**src/rtl/fft_result_reader_pkg.sv**
```systemverilog
// Shared types, default sizes and the address bit-reversal helper for the
// FFT result reader.
package fft_result_reader_pkg;

  localparam int DEF_DATA_WIDTH = 16;
  localparam int DEF_FFT_POINTS = 64;
  localparam int DEF_ADDR_WIDTH = 6;

  // Widest address the bitrev helper handles.
  localparam int BITREV_MAX = 16;

  typedef enum logic [1:0] {
    ST_IDLE  = 2'd0,
    ST_READ  = 2'd1,
    ST_FLUSH = 2'd2
  } rd_state_t;

  // Reverses the low w bits of v; bits at and above w come back as zero.
  function automatic logic [BITREV_MAX-1:0] bitrev(input logic [BITREV_MAX-1:0] v,
                                                   input int unsigned w);
    logic [BITREV_MAX-1:0] r;
    r = '0;
    for (int unsigned i = 0; i < BITREV_MAX; i++) begin
      if (i < w) begin
        r = r | (((v >> i) & BITREV_MAX'(1)) << (w - 1 - i));
      end
    end
    return r;
  endfunction

endpackage

```
**src/rtl/fft_skid_fifo.sv**
```systemverilog
// Two-entry buffer whose head entry drives registered outputs directly, so
// data and valid are flop outputs and hold while the consumer stalls.
module fft_skid_fifo #(
  parameter int WIDTH = 8
) (
  input  logic             clk,
  input  logic             rst,
  input  logic             push_i,
  input  logic [WIDTH-1:0] push_data_i,
  output logic             out_valid_o,
  output logic [WIDTH-1:0] out_data_o,
  input  logic             out_ready_i,
  output logic [1:0]       count_o
);

  logic             head_v_q, head_v_d;
  logic             tail_v_q, tail_v_d;
  logic [WIDTH-1:0] head_q, head_d;
  logic [WIDTH-1:0] tail_q, tail_d;
  logic             pop;

  assign pop = head_v_q & out_ready_i;

  // Pop first, then place the pushed beat into whichever slot is free, so a
  // simultaneous pop and push on a single-entry buffer keeps one beat.
  always_comb begin
    head_v_d = head_v_q;
    tail_v_d = tail_v_q;
    head_d   = head_q;
    tail_d   = tail_q;
    if (pop) begin
      if (tail_v_q) begin
        head_d   = tail_q;
        head_v_d = 1'b1;
        tail_v_d = 1'b0;
      end else begin
        head_v_d = 1'b0;
      end
    end
    if (push_i) begin
      if (!head_v_d) begin
        head_d   = push_data_i;
        head_v_d = 1'b1;
      end else begin
        tail_d   = push_data_i;
        tail_v_d = 1'b1;
      end
    end
  end

  always_ff @(posedge clk or posedge rst) begin
    if (rst) begin
      head_v_q <= 1'b0;
      tail_v_q <= 1'b0;
      head_q   <= '0;
      tail_q   <= '0;
    end else begin
      head_v_q <= head_v_d;
      tail_v_q <= tail_v_d;
      head_q   <= head_d;
      tail_q   <= tail_d;
    end
  end

  assign out_valid_o = head_v_q;
  assign out_data_o  = head_q;
  assign count_o     = {head_v_q & tail_v_q, head_v_q ^ tail_v_q};

endmodule

```
**src/rtl/fft_result_reader.sv**
```systemverilog
// Drains one frame of FFT results from the controller's read port after each
// done pulse and streams them out as valid/ready beats tagged with their bin.
module fft_result_reader
  import fft_result_reader_pkg::*;
#(
  parameter int DATA_WIDTH  = DEF_DATA_WIDTH,
  parameter int FFT_POINTS  = DEF_FFT_POINTS,
  parameter int ADDR_WIDTH  = DEF_ADDR_WIDTH,
  parameter int BIT_REVERSE = 0
) (
  input  logic                  clk,
  input  logic                  rst,
  input  logic                  done,
  output logic                  rd_en,
  output logic [ADDR_WIDTH-1:0] addr_out,
  input  logic [DATA_WIDTH-1:0] data_in_real,
  input  logic [DATA_WIDTH-1:0] data_in_imag,
  output logic                  m_valid,
  input  logic                  m_ready,
  output logic [DATA_WIDTH-1:0] m_real,
  output logic [DATA_WIDTH-1:0] m_imag,
  output logic [ADDR_WIDTH-1:0] m_index,
  output logic                  m_last,
  output logic                  busy,
  output logic                  frame_done,
  output logic                  done_dropped,
  output rd_state_t             dbg_state
);

  localparam int PW = 2 * DATA_WIDTH + ADDR_WIDTH + 1;
  localparam logic [ADDR_WIDTH-1:0] K_LAST = ADDR_WIDTH'(FFT_POINTS - 1);
  localparam bit USE_REV = (BIT_REVERSE != 0);

  rd_state_t             state_q, state_d;
  logic [ADDR_WIDTH-1:0] k_q, k_d;
  logic                  infl_q, infl_d;
  logic [ADDR_WIDTH-1:0] infl_idx_q, infl_idx_d;
  logic                  infl_last_q, infl_last_d;
  logic                  frame_done_q, frame_done_d;
  logic                  done_dropped_q, done_dropped_d;

  logic                  fifo_valid;
  logic [PW-1:0]         fifo_out;
  logic [1:0]            fifo_count;
  logic [1:0]            occ_after_pop;
  logic                  beat_pop;
  logic                  last_hs;

  // A beat moves on a cycle where m_valid and m_ready are both high; m_valid
  // never drops and the payload never changes until that cycle arrives.
  assign beat_pop = fifo_valid & m_ready;
  assign last_hs  = beat_pop & m_last;

  // Credit check counts the slot freed by this cycle's pop, which keeps the
  // pipeline at one beat per cycle while never exceeding two beats in flight.
  assign occ_after_pop = fifo_count - {1'b0, beat_pop};
  assign rd_en = (state_q == ST_READ) && ((occ_after_pop + {1'b0, infl_q}) < 2'd2);

  assign addr_out = USE_REV ? ADDR_WIDTH'(bitrev(BITREV_MAX'(k_q), ADDR_WIDTH)) : k_q;

  always_comb begin
    state_d        = state_q;
    k_d            = k_q;
    infl_d         = rd_en;
    infl_idx_d     = addr_out;
    infl_last_d    = rd_en && (k_q == K_LAST);
    frame_done_d   = last_hs;
    done_dropped_d = done_dropped_q | (done && (state_q != ST_IDLE));
    case (state_q)
      ST_IDLE: begin
        if (done) begin
          state_d = ST_READ;
          k_d     = '0;
        end
      end
      ST_READ: begin
        if (rd_en) begin
          if (k_q == K_LAST) begin
            k_d     = '0;
            state_d = ST_FLUSH;
          end else begin
            k_d = k_q + 1'b1;
          end
        end
      end
      ST_FLUSH: begin
        if (last_hs) state_d = ST_IDLE;
      end
      default: state_d = ST_IDLE;
    endcase
  end

  always_ff @(posedge clk or posedge rst) begin
    if (rst) begin
      state_q        <= ST_IDLE;
      k_q            <= '0;
      infl_q         <= 1'b0;
      infl_idx_q     <= '0;
      infl_last_q    <= 1'b0;
      frame_done_q   <= 1'b0;
      done_dropped_q <= 1'b0;
    end else begin
      state_q        <= state_d;
      k_q            <= k_d;
      infl_q         <= infl_d;
      infl_idx_q     <= infl_idx_d;
      infl_last_q    <= infl_last_d;
      frame_done_q   <= frame_done_d;
      done_dropped_q <= done_dropped_d;
    end
  end

  fft_skid_fifo #(
    .WIDTH(PW)
  ) u_skid (
    .clk        (clk),
    .rst        (rst),
    .push_i     (infl_q),
    .push_data_i({data_in_real, data_in_imag, infl_idx_q, infl_last_q}),
    .out_valid_o(fifo_valid),
    .out_data_o (fifo_out),
    .out_ready_i(m_ready),
    .count_o    (fifo_count)
  );

  assign m_valid = fifo_valid;
  assign {m_real, m_imag, m_index, m_last} = fifo_out;

  assign busy         = (state_q != ST_IDLE);
  assign frame_done   = frame_done_q;
  assign done_dropped = done_dropped_q;
  assign dbg_state    = state_q;

endmodule

```
**config.mk**
```make
export PLATFORM = sky130hd
export DESIGN_NAME = fft_result_reader
export DESIGN_NICKNAME = d
export VERILOG_FILES = /design/src/rtl/fft_result_reader_pkg.sv /design/src/rtl/fft_skid_fifo.sv /design/src/rtl/fft_result_reader.sv
export SDC_FILE = /design/constraint.sdc
export NUM_CORES = 1
export LEC_CHECK = 0
export ABC_AREA = 0
export CORE_MARGIN = 4
export CORE_UTILIZATION = 50
export CTS_BUF_LIST = sky130_fd_sc_hd__clkbuf_8
export DETAILED_ROUTE_END_ITERATION = 8
export GPL_TIMING_DRIVEN = 0
export PLACE_DENSITY = 0.78
export SYNTH_ARGS = -nofsm -noshare
export SYNTH_HDL_FRONTEND = slang
export SYNTH_SLANG_ARGS = --single-unit
```
**constraint.sdc**
```tcl
create_clock -name clk -period 7.2 [get_ports clk]
set_input_delay 1.08 -clock clk [delete_from_list [all_inputs] [get_ports clk]]
set_output_delay 1.08 -clock clk [all_outputs]
set_load 0.05 [all_outputs]
```
==> impl_results.md, run 1 <==
- Outcome: finished clean
- Die area: 9670 µm²
- Placed Area: 5110 µm²
- Largest net degree at the start of global routing: 55
- Area grow syn2layout: 30.6%
- Fill cells: 619
- N_diodes: 0
- Tightest Hold Check Type: flip-flop to flip-flop
- Final Total Pwr: 2.94 mW
- NetSw: 1.29 mW
- Worst reg2reg path depth: 6
- Worst VDD drop: 337 µV
- Synthesis Warnings: 0
- Slowest CP cell: clkdlybuf4s50_1
- Total track usage: 0.185
- First-pass GRT wire length: 14600 µm
- Final Cycle Share: 0.585
- Power share of the clock group: 0.131
- CTS Buf Count: 9
- Area of the multi-input gates: 1540 µm²
- Internal power: 1.65 mW
- Post-CTS Setup Bufs: 0
- Synth area leaders: dfrtp_1, mux2_2, mux2i_1
- Die span in y: 98.3 µm
- Clk_skew: 0.00806 ns
- Leakage power: 2.42 nW
- DP HPWL: 6020 µm
- Setup TNS: 0 ns
- Slew Limit Fails: 0
- CP Capture Type: output pin
- Yosys top cell area share: 0.601
- Clk root buf: clkbuf_8
- Unrepaired setup endpoints after global routing: no
- Final net count: 464
- Vias after detailed routing: 2823
- Worst EP required: 6.12 ns
- Period minus WS final: 4.21 ns
- Comb power frac: 0.536
- DRC Markers: 0
- Syn nets: 365
- Routed len/inst: 16.2 µm
- Fin Hold WS: 0.468 ns
- DR vias/cell: 5.30
- Crit. path cell count: 6
- Area leader, netlist: dfrtp_1
- Critical Path, Cell by Cell: clkdlybuf4s50_1 -> nand2_2 -> mux2i_4 -> xnor2_1 -> nor2_1 -> clkdlybuf4s50_1
- Share of layout cells above drive strength 1: 0.160
- Vias in the first global route: 2992
- CP bufs+invs: 2
- Final setup vio count: 0
- Rows: 32
- Initial antenna violation count: 0
- FMAX: 0.238 GHz
- CTS Buffer Depth: 2
- Worst Tran Pin Value: 0.772 ns
- Slew margin rel.: 0.485
- Hold Path Depth: 1
- Crit path top cell by count: clkdlybuf4s50_1
- Gr ovfl total: 0
- Sinks on Clock Net: 98
- Library cells used by synthesis: 31
- CTS tree: yes
- WP data arrival: 3.13 ns
- PwrDens: 552 nW/µm²
- Post-Layout Inst Area: 5330 µm²
- Post-Syn Area: 4080 µm²
- Reg area: 2450 µm²
- Clock Latency Late Sink: 0.34 ns
- Crit path launch type: primary input
- Yosys reg bits: 98
- Final hold violations: 0
- Net Sw Frac: 0.439
- Die X: 98.3 µm
- CTS resizes: 0
- Port-buffer cells: 87
- Fin util: 0.679
- Seq/Total Area, Yosys: 0.601
- Cells after synthesis: 327
- Maxcap violations: 0
- Reg power frac: 0.333
- RePlAce Congestion: 0.820
- Cell family with most CP delay: buffers and inverters
- Hold-fix buffers, CTS: 0
- I/O pin total: 88
- Mean post-synth cell area: 12.5 µm²
- CTS HTree Levels: 3
- Slowest stage delay, CP: 0.83 ns
- Initial Util: 0.520
- WS Path Type: primary input to output pin
- Worst Path Max Fanout: 5
- Final WL: 8630 µm
- Clock transition at path regs: 0.08 ns
- Core ar.: 7850 µm²
- Pre-antenna DRT Iters: 4
- Initial drt markers: 85
- Final antenna-violating net count: 0
==> final timing paths <==
path                                    start                 to  slack [ns]
setup / recovery                      m_ready              rd_en        2.99
hold / removal                   done_dropped       done_dropped        0.47
setup reg to reg           u_skid.out_valid_o        addr_out[0]        5.17
hold reg to reg                  done_dropped       done_dropped        0.47
max in group asynchronous                 rst       dbg_state[1]        5.40
min in group asynchronous                 rst  u_skid.tail_q[21]        1.16
==> metrics by stage <==
step | worst slack, ns | instances
3_5_place_dp | 2.99 | 517
4_1_cts | 2.98 | 533
5_1_grt | 2.93 | 533
3_3_place_gp | 2.15 | 516
6_report | 2.99 | 533
2_1_floorplan | 3.56 | 327
==> area by class of cell <==
class,count,area share
buffer,17,0.0141
multi-input combinational,209,0.289
clock buffer,10,0.0258
inverter,3,0.00258
sequential,98,0.460
timing repair buffer,88,0.169
tap,102,0.0240
clock inverter,6,0.0155
==> cell usage in the layout (no fill, tap or decap), types with 2 or more instances in the layout <==
| cell | n |
|---|---|
| and2_1 | 2 |
| dfrtp_1 | 98 |
| clkbuf_8 | 10 |
| nor2_1 | 6 |
| clkdlybuf4s50_1 | 87 |
| mux2_1 | 2 |
| o21ai_0 | 40 |
| nand2_1 | 42 |
| inv_1 | 4 |
| buf_2 | 9 |
| mux2i_1 | 39 |
| clkbuf_1 | 6 |
| clkinvlp_4 | 2 |
| bufinv_16 | 2 |
| ha_1 | 2 |
| buf_1 | 2 |
| and3_1 | 7 |
| a31oi_1 | 4 |
| nand2b_1 | 5 |
| o21a_1 | 3 |
| a21oi_1 | 5 |
| mux2_2 | 39 |
==> sequential cells by signal, indices dropped and copies added (netlist names) <==
register	count
u_skid.out_valid_o	1
u_skid.out_data_o	39
u_skid.tail_v_q	1
infl_last_q	1
addr_out	6
frame_done	1
infl_idx_q	6
dbg_state	2
infl_q	1
done_dropped	1
u_skid.tail_q	39
==> power groups by stage <==
| stage | Sequential (mW) | Clock [mW] | Combinational [mW] |
|---|---|---|---|
| after floorplan | 1.40 | 0 | 0.698 |
| after global placement | 0.978 | 0 | 1.55 |
| after detailed placement | 0.994 | 0 | 1.59 |
| after CTS | 0.982 | 0.391 | 1.59 |
| after global routing | 1.02 | 0.418 | 1.68 |
| final | 0.980 | 0.384 | 1.58 |
==> cell families after synthesis <==
logic type	count (synthesis)	synth area share
XOR/XNOR	2	0.00614
multiplexers	81	0.214
flip-flops	98	0.601
AND/OR/NAND/NOR	66	0.0715
AO/OA/AOI/OAI	58	0.0794
adder cells (fa/ha/maj)	2	0.00613
buffers and inverters	20	0.0212
==> routing by layer <==
metal	GRT usage	part of all wire	up-vias
met5	0	0	-
met4	0.0641	0.015	0
met3	0.0421	0.044	12
met2	0.301	0.49	70
met1	0.246	0.45	1407
li1	-	-	1334
==> cells in the mapped netlist <==
library cell / n
dfrtp_1: 98
o21a_1: 3
nand3_1: 1
o21ai_0: 40
nor2b_1: 1
or2_2: 1
and3_1: 7
nand2b_1: 5
mux2_2: 39
a211o_1: 1
a21oi_4: 1
mux2i_4: 1
nor2_1: 6
o22ai_1: 1
inv_1: 3
xor2_2: 1
mux2i_1: 39
a21oi_1: 5
nand2_2: 1
mux2_1: 2
and2_1: 2
clkbuf_1: 6
a31oi_1: 4
buf_2: 9
nand2_1: 42
o21ai_1: 1
xnor2_1: 1
a21o_1: 1
ha_1: 2
buf_1: 2
o21bai_1: 1
(Power assumes the default switching activity.)
==> run 2, diff against run 1 <==
--- a/config.mk
+++ b/config.mk
@@ -7,11 +7,11 @@
 export LEC_CHECK = 0
 export ABC_AREA = 0
 export CORE_MARGIN = 4
-export CORE_UTILIZATION = 50
+export CORE_UTILIZATION = 47
 export CTS_BUF_LIST = sky130_fd_sc_hd__clkbuf_8
 export DETAILED_ROUTE_END_ITERATION = 8
 export GPL_TIMING_DRIVEN = 0
-export PLACE_DENSITY = 0.78
+export PLACE_DENSITY = 0.77
 export SYNTH_ARGS = -nofsm -noshare
 export SYNTH_HDL_FRONTEND = slang
 export SYNTH_SLANG_ARGS = --single-unit
==> constraint.sdc (replaced) <==
create_clock -name clk -period 3.7 [get_ports clk]
set_input_delay 0.555 -clock clk [delete_from_list [all_inputs] [get_ports clk]]
set_output_delay 0.555 -clock clk [all_outputs]
set_load 0.05 [all_outputs]
==> run 2 against run 1 <==
Compared with the run above: sequential power is 94% higher; final area down 0.82%; register-to-register slack got worse by 3.5 ns; highest routed layer unchanged; clock skew is 0.0027 ns higher; sequential share of layout area rose by 0.38 points; utilization is 4.5 points lower; via count shrank 0.78%.
==> impl_results.md, run 2 (synthesis gave the netlist of run 1 again) <==
- Outcome: finished clean
- Port-buffer cells: 87 (unchanged)
- Initial Util: 0.489 (-0.0307)
- Initial antenna violation count: 0 (unchanged)
- Post-CTS Setup Bufs: 0 (unchanged)
- Final hold violations: 0 (unchanged)
- Tightest Hold Check Type: flip-flop to flip-flop
- CTS tree: yes
- DRC Markers: 0 (unchanged)
- Metal2 WL: 4070 µm (-4.6%)
- Routed len/inst: 15.7 µm (-3.1%)
- Vias in the first global route: 2938 (-1.8%)
- Internal reg-to-reg setup slack: 1.63 ns (-3.54 ns)
- Worst VDD drop: 550 µV (+63%)
- Core ar.: 8340 µm² (+6.3%)
- CTS resizes: 0 (unchanged)
- Worst reg2reg path depth: 6 (unchanged)
- Setup TNS: 0 ns (unchanged)
- Rows: 33 (+3.1%)
- Worst Tran Pin Value: 0.791 ns (+0.0185 ns)
- Highest metal used: met4
- Share of layout cells above drive strength 1: 0.160 (unchanged)
- DP HPWL: 5850 µm (-2.9%)
- DR WL met3: 436 µm (+15%)
- Crit path launch type: flip-flop
- Die area: 10200 µm² (+5.9%)
- PwrDens: 1060 nW/µm² (+91%)
- Reg2reg start: u_skid.out_valid_o
- Final Cycle Share: 0.896
- N_diodes: 0 (unchanged)
- Die X: 101 µm (+2.9%)
- Clk_skew: 0.0108 ns (+0.00270 ns)
- CTS Buffer Depth: 2 (unchanged)
- Maxcap violations: 0 (unchanged)
- Pre-antenna DRT Iters: 5 (+1)
- Clk root buf: clkbuf_8
- RePlAce Congestion: 0.832 (+1.6%)
- Unrepaired setup endpoints after global routing: no
- CP Capture Type: output pin
- Total track usage: 0.173 (-0.0124)
- Slowest CP cell: clkdlybuf4s50_1
- FMAX: 0.302 GHz
- Hold-fix buffers, CTS: 0 (unchanged)
- Gr ovfl total: 0 (unchanged)
- DR vias/cell: 5.23 (-1.3%)
- Initial drt markers: 102 (+20%)
- Slowest stage delay, CP: 0.85 ns (+0.02 ns)
- Slew Limit Fails: 0 (unchanged)
- Final net count: 464 (unchanged)
- CTS HTree Levels: 3 (unchanged)
- Slew margin rel.: 0.473 (-0.0123)
- Commonest non-fill, non-tap cell in the layout: dfrtp_1
- Final WL: 8410 µm (-2.5%)
- Worst Setup EP: rd_en
- Clock transition at path regs: 0.09 ns (about the same)
- WP data arrival: 2.76 ns (-0.37 ns)
- Leakage power: 2.40 nW (-0.95%)
- CP Launch Point: u_skid.out_valid_o
- Period minus WS final: 3.32 ns
- WS Path Type: flip-flop to output pin
- CTS Buf Count: 9 (unchanged)
- Vias after detailed routing: 2801 (-0.78%)
- Area grow syn2layout: 29.5%
- PnR worst setup slack: 0.384 ns (-2.61 ns)
- Placed Area: 5110 µm² (about the same)
- Worst EP required: 3.14 ns (-2.98 ns)
- Post-Layout Inst Area: 5280 µm² (-0.82%)
- Worst Path Max Fanout: 9 (+4)
- I/O pin total: 88 (unchanged)
- Die span in y: 101 µm (+2.9%)
- Critical Path, Cell by Cell: ha_1 -> and2_1 -> mux2i_4 -> xnor2_1 -> nor2_1 -> clkdlybuf4s50_1
- Clock Latency Late Sink: 0.35 ns (about the same)
- Crit. path cell count: 6 (unchanged)
- Fill cells: 659 (+6.5%)
- Cell family with most CP delay: buffers and inverters
- Largest net degree at the start of global routing: 58 (+5.5%)
- CP bufs+invs: 1 (-1)
- Final setup vio count: 0 (unchanged)
- First-pass GRT wire length: 14100 µm (-3.7%)
- Most frequent cells in the layout: dfrtp_1, clkdlybuf4s50_1, nand2_1
- WL met1: 3820 µm (-1.1%)
- Reg2reg end: addr_out[0]
- Dpl ws: 0.493 ns (-2.50 ns)
- Final antenna-violating net count: 0 (unchanged)
- Sinks on Clock Net: 98 (unchanged)
==> run 2: area by class of cell <==
| type | count | area [µm²] | share of cell area |
|---|---|---|---|
| sequential | 98 | 2450 | 0.464 |
| multi-input combinational | 209 | 1540 | 0.291 |
| timing repair buffer | 88 | 898 | 0.170 |
| tap | 105 | 131 | 0.0249 |
| clock buffer | 9 | 124 | 0.0234 |
| buffer | 17 | 75.1 | 0.0142 |
| clock inverter | 7 | 48.8 | 0.00924 |
| inverter | 3 | 13.8 | 0.00260 |
==> run 2: worst min path at each step <==
stage / start / endpoint / slack [ns] / depth (start not counted)
after floorplan: infl_last_q / u_skid.out_data_o[0] / 0.44 / 2
after global placement: addr_out[1] / infl_idx_q[1] / 0.44 / 0
after detailed placement: addr_out[1] / infl_idx_q[1] / 0.43 / 0
after CTS: addr_out[1] / infl_idx_q[1] / 0.46 / 0
after global routing: addr_out[1] / infl_idx_q[1] / 0.48 / 0
final: addr_out[1] / infl_idx_q[1] / 0.45 / 0
==> run 2: metrics by stage <==
step | power [mW] | hold slack (ns) | cells | util
6_report | 5.58 | 0.451 | 536 | 0.634
5_1_grt | 5.95 | 0.481 | 536 | 0.634
4_1_cts | 5.65 | 0.456 | 536 | 0.634
3_5_place_dp | 5.04 | 0.433 | 520 | 0.613
3_3_place_gp | 4.94 | 0.436 | 519 | 0.609
2_1_floorplan | 4.07 | 0.444 | 327 | -
==> run 2: worst register-to-register path, cell delays in order, from the launching register on <==
cell and delay, ns:
dfrtp_1 0.50, ha_1 0.36, and2_1 0.19, mux2i_4 0.19, xnor2_1 0.15, a21oi_4 0.24
mux2_1 0.34
==> run 2: per-layer routing <==
metal | GRT usage | vias to the layer above
li1 | - | 1329
met1 | 0.230 | 1392
met2 | 0.288 | 72
met3 | 0.0324 | 8
met4 | 0.0552 | 0
met5 | 0 | -
==> run 2: report_power, final <==
part	internal (mW)	switching, mW	total [mW]
clock network	0.243	0.357	0.600
registers	1.60	0.308	1.90
logic	1.22	1.85	3.07
total	3.06	2.52	5.58
==> run 3, diff against run 2 <==
--- a/config.mk
+++ b/config.mk
@@ -5,13 +5,13 @@
 export SDC_FILE = /design/constraint.sdc
 export NUM_CORES = 1
 export LEC_CHECK = 0
-export ABC_AREA = 0
+export ABC_AREA = 1
 export CORE_MARGIN = 4
-export CORE_UTILIZATION = 47
-export CTS_BUF_LIST = sky130_fd_sc_hd__clkbuf_8
+export CORE_UTILIZATION = 46
+export CTS_CLUSTER_DIAMETER = 60
 export DETAILED_ROUTE_END_ITERATION = 8
 export GPL_TIMING_DRIVEN = 0
-export PLACE_DENSITY = 0.77
+export PLACE_DENSITY = 0.75
 export SYNTH_ARGS = -nofsm -noshare
 export SYNTH_HDL_FRONTEND = slang
 export SYNTH_SLANG_ARGS = --single-unit
==> run 3 against run 2 <==
Compared with the run above: first-iteration DRC count is 110% higher; count of clock-buffer cells in the layout up 1; total power down 9.9%; fmax is 10% higher; utilization decreased by 1.7 points; sequential share of layout area decreased by 0.81 points; combinational power down 17%; final cell count rose by 28%; synthesized cell count is 45% higher; final area up 1.8%; synthesized area rose by 1.5%; non-clock buffer count increased by 8; highest routed layer unchanged.
==> impl_results.md, run 3 <==
- Rows: 34 (+3.0%)
- Area grow syn2layout: 29.9%
- CTS Buf Count: 9 (unchanged)
- Port-buffer cells: 87 (unchanged)
- Final net count: 612 (+32%)
- Leakage power: 2.57 nW (+7.1%)
- Most frequent cells in the layout: nand2_1, dfrtp_1, clkdlybuf4s50_1
- Commonest non-fill, non-tap cell in the layout: nand2_1
- Worst Path Max Fanout: 4 (-5)
- Worst VDD drop: 432 µV (-21%)
- CTS Buffer Depth: 2 (unchanged)
- Cell Count, Final, Fillers Out: 687 (+28%)
- Worst Tran Pin Value: 0.553 ns (-0.238 ns)
- Final antenna-violating net count: 0 (unchanged)
- Slowest stage delay, CP: 0.81 ns (-0.04 ns)
- Total track usage: 0.201 (+0.0283)
- CTS resizes: 0 (unchanged)
- PwrDens: 934 nW/µm² (-11%)
- Crit path top cell by count: nand2_1
- Post-Layout Inst Area: 5380 µm² (+1.8%)
- Area leader, netlist: dfrtp_1
- Most common cell in the synthesized netlist: nand2_1
- Net Sw Frac: 0.466 (+0.0154)
- Syn nets: 513 (+41%)
- Comb power frac: 0.509 (-0.042)
- Internal power: 2.68 mW (-12%)
- Vias after detailed routing: 3523 (+26%)
- PnR worst setup slack: 0.692 ns (+0.309 ns)
- Initial antenna violation count: 0 (unchanged)
- Library cells used by synthesis: 25 (-19%)
- Mean post-synth cell area: 8.72 µm² (-30%)
- Tightest Hold Check Type: flip-flop to flip-flop
- N_diodes: 0 (unchanged)
- Outcome: finished clean
- Yosys reg bits: 98 (unchanged)
- Initial Util: 0.475 (-0.0143)
- Cell family with most CP delay: buffers and inverters
- FMAX: 0.332 GHz (+10%)
- WS Path Type: flip-flop to output pin
- Yosys top cell area share: 0.592 (-0.00890)
- WP data arrival: 2.45 ns (-0.31 ns)
- Maxcap violations: 0 (unchanged)
- Slowest CP cell: clkdlybuf4s50_1
- CP bufs+invs: 3 (+2)
- CTS HTree Levels: 3 (unchanged)
- DP HPWL: 7200 µm (+23%)
- CP Capture Type: output pin
- First-pass GRT wire length: 16800 µm (+19%)
- Clock Latency Late Sink: 0.36 ns (about the same)
- Vias in the first global route: 3511 (+20%)
- Clock transition at path regs: 0.09 ns (about the same)
- Placed insts: 671 (+29%)
- Share of layout cells above drive strength 1: 0.0570 (-0.103)
- Post-synth ARST share: 1.00 (unchanged)
- Final hold violations: 0 (unchanged)
- Die span in y: 103 µm (+1.7%)
- Routed len/inst: 14.6 µm (-7.1%)
- Synth area leaders: dfrtp_1, nand2_1, inv_1
- Period minus WS final: 3.01 ns (-0.309 ns)
- Most instantiated cells after synthesis: nand2_1, dfrtp_1, inv_1
- Reg area: 2450 µm² (unchanged)
- Pre-antenna DRT Iters: 4 (-1)
- CTS tree: yes
- Largest net degree at the start of global routing: 65 (+12%)
- Final Total Pwr: 5.03 mW (-9.9%)
- I/O pin total: 88 (unchanged)
- Gr ovfl total: 0 (unchanged)
- Die X: 103 µm (+1.7%)
- Reg power frac: 0.353 (+0.012)
- Post-CTS Setup Bufs: 0 (unchanged)
- Power share of the clock group: 0.138 (+0.030)
- Setup TNS: 0 ns (unchanged)
- RePlAce Congestion: 0.904 (+8.6%)
- Area of the multi-input gates: 1350 µm² (-12%)
- Final WL: 10000 µm (+19%)
- DR vias/cell: 5.13 (-1.9%)
- Final setup vio count: 0 (unchanged)
- DRC Markers: 0 (unchanged)
- Seq/Total Area, Yosys: 0.592 (-0.00890)
- Slew Limit Fails: 0 (unchanged)
- NetSw: 2.34 mW (-6.8%)
- Worst reg2reg path depth: 7 (+1)
- Synth Flop Type: dfrtp_1
- Worst EP required: 3.14 ns (about the same)
- Core ar.: 8720 µm² (+4.6%)
- Cells after synthesis: 475 (+45%)
- Critical Path, Cell by Cell: ha_1 -> nand2_1 -> inv_1 -> nand2_1 -> nand3_1 -> nand2_1 -> nand2_1 -> inv_1 -> clkdlybuf4s50_1
- Synthesis Warnings: 0 (unchanged)
- Initial drt markers: 215 (+110%)
- Clk_skew: 0.0160 ns (+0.00522 ns)
- Dpl ws: 0.736 ns (+0.243 ns)
- Unrepaired setup endpoints after global routing: no
- Sinks on Clock Net: 98 (unchanged)
- Final Cycle Share: 0.813 (-0.0834)
- Die area: 10600 µm² (+3.4%)
- Placed Area: 5180 µm² (+1.3%)
- Crit path launch type: flip-flop
- Slew margin rel.: 0.630 (+0.158)
- Hold Path Depth: 0 (unchanged)
- Clk root buf: clkbuf_8
- Hold-fix buffers, CTS: 0 (unchanged)
- Crit. path cell count: 9 (+3)
- Number of synthesized flops with an enable pin: 0 (unchanged)
- Post-Syn Area: 4140 µm² (+1.5%)
- Fill cells: 725 (+10%)
-- run 3: cell types whose count changed after synthesis, moves of 5 or more --
| cell | delta |
|---|---|
| nand2_1 | +83 |
| inv_1 | +53 |
| nor2_1 | +45 |
| mux2_2 | -39 |
| mux2i_1 | -39 |
| o21ai_1 | +31 |
| a31oi_1 | +21 |
| o21ai_0 | -16 |
| o22ai_1 | +12 |
| and3_1 | -7 |
| nand4_1 | +7 |
| clkbuf_1 | +6 |
| nand2b_1 | -5 |
| nand3_1 | +5 |
-- run 3: layout make-up --
class                      count  area share
sequential                    98       0.456
multi-input combinational    295       0.251
timing repair buffer          88       0.167
inverter                      57      0.0403
tap                          108      0.0251
clock buffer                  10      0.0237
buffer                        25      0.0228
clock inverter                 6      0.0137
-- run 3: cells by family after synthesis --
logic type | count (synthesis) | share of synthesized area
xor+xnor | 2 | 0.00423
flops | 98 | 0.592
fa+ha+maj | 2 | 0.00604
simple gates | 193 | 0.184
compound gates | 98 | 0.132
buf+inv | 82 | 0.0813
-- run 3: power groups by stage --
stage	Clock [mW]	Combinational, mW	Sequential [mW]
6_report	0.695	2.56	1.77
5_1_grt	0.760	2.75	1.83
4_1_cts	0.712	2.57	1.77
3_5_place_dp	0	2.56	1.79
3_3_place_gp	0	2.50	1.77
2_1_floorplan	0	0.912	2.57
-- run 3: final timing paths --
| check | startpoint | endpoint | slack (ns) |
|---|---|---|---|
| hold / removal | addr_out[1] | infl_idx_q[1] | 0.47 |
| max in group asynchronous | rst | u_skid.out_data_o[21] | 2.48 |
| hold reg to reg | addr_out[1] | infl_idx_q[1] | 0.47 |
| setup reg to reg | u_skid.out_valid_o | u_skid.tail_q[30] | 1.89 |
| min in group asynchronous | rst | done_dropped | 0.56 |
| setup / recovery | u_skid.out_valid_o | rd_en | 0.69 |
-- run 3: through the flow --
stage | hold slack [ns] | util
5_1_grt | 0.514 | 0.617
3_5_place_dp | 0.453 | 0.594
3_3_place_gp | 0.448 | 0.590
6_report | 0.474 | 0.617
2_1_floorplan | 0.453 | -
4_1_cts | 0.477 | 0.617
-- run 3: worst register-to-register path, stage by stage (launching register included) --
cell and delay, ns:
dfrtp_1 0.44, nand2_2 0.16, nor2_2 0.07, a21oi_1 0.19
or2_1 0.13, buf_2 0.16, clkbuf_1 0.38, o21ai_0 0.16
-- run 3: per-layer routing --
metal	up-vias	part of all wire	global-route usage
met5	-	0	0
met3	11	0.061	0.0494
met4	0	0.011	0.0488
li1	1723	-	-
met1	1679	0.44	0.268
met2	110	0.49	0.334
